### src/rtl/mult_booth_if.sv
// Start/operand/result bundle between multdiv control and the Booth multiplier.
// master drives start and operands; slave returns product, overflow, ready and busy.
interface mult_booth_if #(
    parameter int unsigned WIDTH = 32
);
    logic             ctrl_MULT;
    logic [WIDTH-1:0] data_operandA;
    logic [WIDTH-1:0] data_operandB;
    logic [WIDTH-1:0] data_result;
    logic             data_exception;
    logic             data_resultRDY;
    logic             busy;

    modport master (
        output ctrl_MULT, data_operandA, data_operandB,
        input  data_result, data_exception, data_resultRDY, busy
    );

    modport slave (
        input  ctrl_MULT, data_operandA, data_operandB,
        output data_result, data_exception, data_resultRDY, busy
    );
endinterface

### src/rtl/mult_booth.sv
// Multicycle signed WIDTHxWIDTH multiplier, radix-4 Booth, one recoded digit per cycle.
// Returns product[WIDTH-1:0] and a flag set when the full product overflows WIDTH signed bits.
module mult_booth #(
    parameter int unsigned WIDTH = 32,
    parameter int unsigned STEPS = 16
) (
    input logic          clock,
    input logic          reset,
    mult_booth_if.slave  bus
);
    localparam int unsigned UW = WIDTH + 1;
    localparam int unsigned PW = 2 * WIDTH + 2;
    localparam int unsigned CW = $clog2(STEPS);

    typedef enum logic [1:0] {StIdle, StRun, StDone} state_e;

    state_e           state_q, state_d;
    logic [UW-1:0]    m_q;
    logic [PW-1:0]    p_q;
    logic [CW-1:0]    count_q;
    logic [WIDTH-1:0] result_q;
    logic             exc_q;

    logic             start;
    logic             last_step;
    logic [2:0]       digit;
    logic [UW-1:0]    m2;
    logic [UW-1:0]    addend;
    logic             subtract;
    logic [UW-1:0]    u_new;
    logic signed [PW-1:0] p_cat;
    logic [PW-1:0]    p_shift;
    logic [UW-1:0]    prod_hi;

    assign last_step = (count_q == CW'(STEPS - 1));

    // State register
    always_ff @(posedge clock) begin
        if (reset) begin
            state_q <= StIdle;
        end else begin
            state_q <= state_d;
        end
    end

    // Next-state logic; a start in DONE is accepted, a start in RUN is ignored
    always_comb begin
        state_d = state_q;
        start   = 1'b0;
        case (state_q)
            StIdle: begin
                if (bus.ctrl_MULT) begin
                    start   = 1'b1;
                    state_d = StRun;
                end
            end
            StRun: begin
                if (last_step) begin
                    state_d = StDone;
                end
            end
            StDone: begin
                if (bus.ctrl_MULT) begin
                    start   = 1'b1;
                    state_d = StRun;
                end else begin
                    state_d = StIdle;
                end
            end
            default: state_d = StIdle;
        endcase
    end

    // Outputs
    always_comb begin
        bus.busy           = (state_q == StRun);
        bus.data_resultRDY = (state_q == StDone);
        bus.data_result    = result_q;
        bus.data_exception = exc_q;
    end

    // Booth digit select and 33-bit add/sub
    always_comb begin
        digit    = p_q[2:0];
        m2       = {m_q[WIDTH-1:0], 1'b0};
        addend   = '0;
        subtract = 1'b0;
        case (digit)
            3'b001, 3'b010: addend = m_q;
            3'b011:         addend = m2;
            3'b100: begin
                addend   = m2;
                subtract = 1'b1;
            end
            3'b101, 3'b110: begin
                addend   = m_q;
                subtract = 1'b1;
            end
            default: addend = '0;
        endcase
        u_new   = subtract ? (p_q[PW-1:UW] - addend) : (p_q[PW-1:UW] + addend);
        p_cat   = {u_new, p_q[UW-1:0]};
        p_shift = p_cat >>> 2;
        prod_hi = p_shift[PW-2:WIDTH];
    end

    // Datapath registers; result/flag captured on the edge that enters DONE
    always_ff @(posedge clock) begin
        if (reset) begin
            m_q      <= '0;
            p_q      <= '0;
            count_q  <= '0;
            result_q <= '0;
            exc_q    <= 1'b0;
        end else if (start) begin
            m_q     <= {bus.data_operandA[WIDTH-1], bus.data_operandA};
            p_q     <= {{UW{1'b0}}, bus.data_operandB, 1'b0};
            count_q <= '0;
        end else if (state_q == StRun) begin
            p_q     <= p_shift;
            count_q <= count_q + 1'b1;
            if (last_step) begin
                result_q <= p_shift[WIDTH:1];
                exc_q    <= ~(&prod_hi | ~|prod_hi);
            end
        end
    end
endmodule
### src/flat_wrapper.sv
// flat-port wrapper written by rule: the top's interface ports become plain ports
module mult_booth_flat 
#(
    parameter int unsigned WIDTH = 32,
    parameter int unsigned STEPS = 16
)
  (clock, reset, bus_ctrl_MULT, bus_data_operandA, bus_data_operandB, bus_data_result, bus_data_exception, bus_data_resultRDY, bus_busy);
  mult_booth_if #(.WIDTH(WIDTH)) bus_i ();
  input logic clock;
  input logic reset;
  input wire logic [$bits(bus_i.ctrl_MULT)-1:0] bus_ctrl_MULT;
  input wire logic [$bits(bus_i.data_operandA)-1:0] bus_data_operandA;
  input wire logic [$bits(bus_i.data_operandB)-1:0] bus_data_operandB;
  output wire logic [$bits(bus_i.data_result)-1:0] bus_data_result;
  output wire logic [$bits(bus_i.data_exception)-1:0] bus_data_exception;
  output wire logic [$bits(bus_i.data_resultRDY)-1:0] bus_data_resultRDY;
  output wire logic [$bits(bus_i.busy)-1:0] bus_busy;
  assign bus_i.ctrl_MULT = bus_ctrl_MULT;
  assign bus_i.data_operandA = bus_data_operandA;
  assign bus_i.data_operandB = bus_data_operandB;
  assign bus_data_result = bus_i.data_result;
  assign bus_data_exception = bus_i.data_exception;
  assign bus_data_resultRDY = bus_i.data_resultRDY;
  assign bus_busy = bus_i.busy;
  mult_booth #(.WIDTH(WIDTH), .STEPS(STEPS)) u_core (.clock(clock), .reset(reset), .bus(bus_i));
endmodule
### config.mk
export PLATFORM = sky130hd
export DESIGN_NAME = mult_booth_flat
export DESIGN_NICKNAME = d
export VERILOG_FILES = /design/src/rtl/mult_booth_if.sv /design/src/rtl/mult_booth.sv /design/src/flat_wrapper.sv
export SDC_FILE = /design/constraint.sdc
export NUM_CORES = 1
export LEC_CHECK = 0
export CORE_MARGIN = 3
export CORE_UTILIZATION = 30
export DETAILED_ROUTE_END_ITERATION = 16
export SETUP_SLACK_MARGIN = 0.2
export SYNTH_ARGS = -nofsm -noshare
export SYNTH_HDL_FRONTEND = slang
export SYNTH_SLANG_ARGS = --single-unit
### constraint.sdc
create_clock -name clock -period 9.2 [get_ports clock]
set_input_delay 1.84 -clock clock [delete_from_list [all_inputs] [get_ports clock]]
set_output_delay 1.84 -clock clock [all_outputs]
set_load 0.1 [all_outputs]
==> impl_metrics.toml <==
[yosys]
synthCells = 1144
yosysSeqAreaShare = 0.3231
synth_top_flop_cell = "dfxtp_1"
synth.most_common_cell = "nand2_1"
synth_edf_count = 0
synth_fp_nets = 1250
synth-seq-cells = 135
synth_common_cells = "nand2_1, a21oi_1, dfxtp_1, nor2_1, clkbuf_1"
yosysTopAreaCell = "dfxtp_1"
yosys_warnings = 0
synth.distinct_cells = 68
synthTopCellsByArea = "dfxtp_1, nand2_1, a21oi_1"
synthArstFlopShare = 0
netlist.area_leader.share = 0.3231
netlist_area_mm2 = 0.008364
syn_area_per_cell_um2 = 7.311

[detailed_routing]
wl_per_cell_um = 16.33
postRouteAntennaNets = 0
drc = 0
firstDrtPassIters = 5
via_per_inst = 5.256
vias = 8299
wirelength_um = 25790
drt_iter0_markers = 657

[timing]
rsz0062_at_grt = "no"
finalCritPeriodShare = 0.6629
finalMaxSlewViolations = 0
fmaxAchievable_mhz = 164.0
slew_headroom = 0.3293
finalSetupViolations = 0
tns_ns = 0
fin_worst_skew_ns = 0.01757
post-route-min-period_ns = 6.099
hold_viol_final = 0
worstMarginPinSlew_ns = 1.003

[final_layout]
fillers = 2912
finish.utilization = 0.3767
postLayoutCellArea_mm2 = 0.01024
diodes = 0
multi_input_area_mm2 = 0.005333
area_delta_synth_final_pct = 22.38
layout.nets = 1300
drive_gt1_frac = 0.05385
regArea_mm2 = 0.002703

[setup_path]
crit_path_end_kind = "register"
cpMostUsedCell = "nor3_1"
critical_path_arrival_ns = 6.40
worst-path-max-fanout = 51
crit_required_ns = 9.50
worstSetupPathType = "reg2reg"
critPathMaxStageDelay_ns = 0.46
worstPathCellList = "inv_1, ha_1, buf_4, and2_1, or4_1, a221o_1, nor3_1, a41oi_1, xnor2_1, ha_1, a21oi_1, a21boi_0, a311oi_1, nor3_1, nor3_1, xnor2_1, nand4_1, or4_1, nor4_1, nor3_2"
start_kind = "register"
cp_slowest_cell = "a311oi_1"

[clocking]
worstSkewPairLatency_ns = 0.43
ctsResizeCount = 0
htree_levels = 4
cts_tree = "done"
root_buffer = "clkbuf_16"
cts_sinks = 135
numCtsBuffers = 17
clock_path_buffers = 2
post-cts-setup-buffer-count = 0
ctsHoldBuffers = 0
clkTransAtPathRegs_ns = 0.07

[place]
hpwl_um = 18790
gp_congestion = 0.9314
dpl_cell_area_mm2 = 0.009629
port_buffers = 101

[outcome]
status = "finished, final reports clean"

[die]
initial_utilization = 0.3078
die_h_um = 173.0
fp-row-count = 60
ios = 102
dieWidth_um = 173.0
core_mm2 = 0.02718
dieArea_mm2 = 0.02992

[global_routing]
grt_use_total = 0.1697
grt_pass1_wl_um = 42100
grt_max_degree = 66
overflow = 0
grt_antenna_before_repair = 0
grt_pass1_vias = 7805

[power]
power_leakage_nw = 3.694
vdd_drop_max_mv = 0.1397
powerDensity_mw_per_mm2 = 226.3

[job]
cap_violations = 0

[min_path]
hold_class = "reg2reg"
==> cell families (layout without fill, tap and decap cells) <==
logic type,Yosys count,count (layout),share of synthesized area
muxes,2,2,0.003141
and+or+nand+nor,455,455,0.2411
buffers and inverters,92,155,0.04143
xor gates and xnor gates,55,55,0.05849
adders and majority gates,39,39,0.05924
AOI/OAI and AO/OA,366,366,0.2734
DFF,135,135,0.3231
==> final cells by class <==
class                           count  area share
Sequential cell                   135      0.2640
Multi-Input combinational cell    917      0.5210
Clock inverter                     15     0.01772
Inverter                           12    0.004400
Clock buffer                       17     0.04156
Tap cell                          372     0.04547
Timing Repair Buffer              111      0.1059
==> per-stage QoR <==
stage          power, mW  cells  setup slack, ns  hold WS [ns]
2_1_floorplan      1.358   1144            3.768        0.4406
3_3_place_gp       1.619   1547            3.351        0.4462
3_5_place_dp       1.607   1547            3.211        0.4478
4_1_cts            2.316   1579            3.191        0.4567
5_1_grt            2.470   1579            2.671        0.4755
6_report           2.317   1579            3.101        0.4556
==> cell usage in the layout (no fill, tap or decap), drive strengths merged, types with 26 or more instances in the layout <==
master / synthesis / routed
a21oi: 176 / 176
nor2: 80 / 80
clkdlybuf4s50: 0 / 100
xnor2: 26 / 26
nand2: 248 / 248
a22oi: 53 / 53
o21ai: 37 / 37
dfxtp: 135 / 135
ha: 38 / 38
xor2: 29 / 29
==> worst max-delay path, delay by kind of cell (launching register included) <==
family | cells | cell delay, ns
adders and majority gates | 2 | 0.72
DFF | 1 | 0.37
xor gates and xnor gates | 2 | 0.58
buffers and inverters | 2 | 0.36
and+or+nand+nor | 9 | 2.28
AOI/OAI and AO/OA | 5 | 1.67
==> report_power, final <==
| group | switching (mW) | total, mW | internal, mW |
|---|---|---|---|
| combinational | 0.616 | 0.967 | 0.351 |
| clock | 0.308 | 0.698 | 0.389 |
| sequential | 0.0311 | 0.651 | 0.620 |
==> metal layers <==
metal,track usage,up-vias,share of wire
met5,0,-,0
met1,0.2409,3802,0.47
li1,-,4189,-
met2,0.2586,283,0.44
met3,0.03909,25,0.073
met4,0.04493,0,0.014
==> flip-flops by register name, indices dropped and copies added, names as in the netlist <==
name / cells
u_core.bus.data_result: 32
u_core.state_q: 2
u_core.bus.data_exception: 1
u_core.count_q: 4
u_core.p_q: 64
u_core.m_q: 32
==> final timing paths <==
check / start / endpoint / slack (ns) / depth (start not counted)
setup / recovery: u_core.p_q[0]$_SDFFE_PP0P_ / u_core.bus.data_exception$_SDFFE_PP0P_ / 3.10 / 20
hold reg to reg: u_core.bus.data_result[24]$_SDFFE_PP0P_ / u_core.bus.data_result[24]$_SDFFE_PP0P_ / 0.46 / 2
hold / removal: u_core.bus.data_result[24]$_SDFFE_PP0P_ / u_core.bus.data_result[24]$_SDFFE_PP0P_ / 0.46 / 2
setup reg to reg: u_core.p_q[0]$_SDFFE_PP0P_ / u_core.bus.data_exception$_SDFFE_PP0P_ / 3.10 / 20
(Power assumes the default switching activity.)
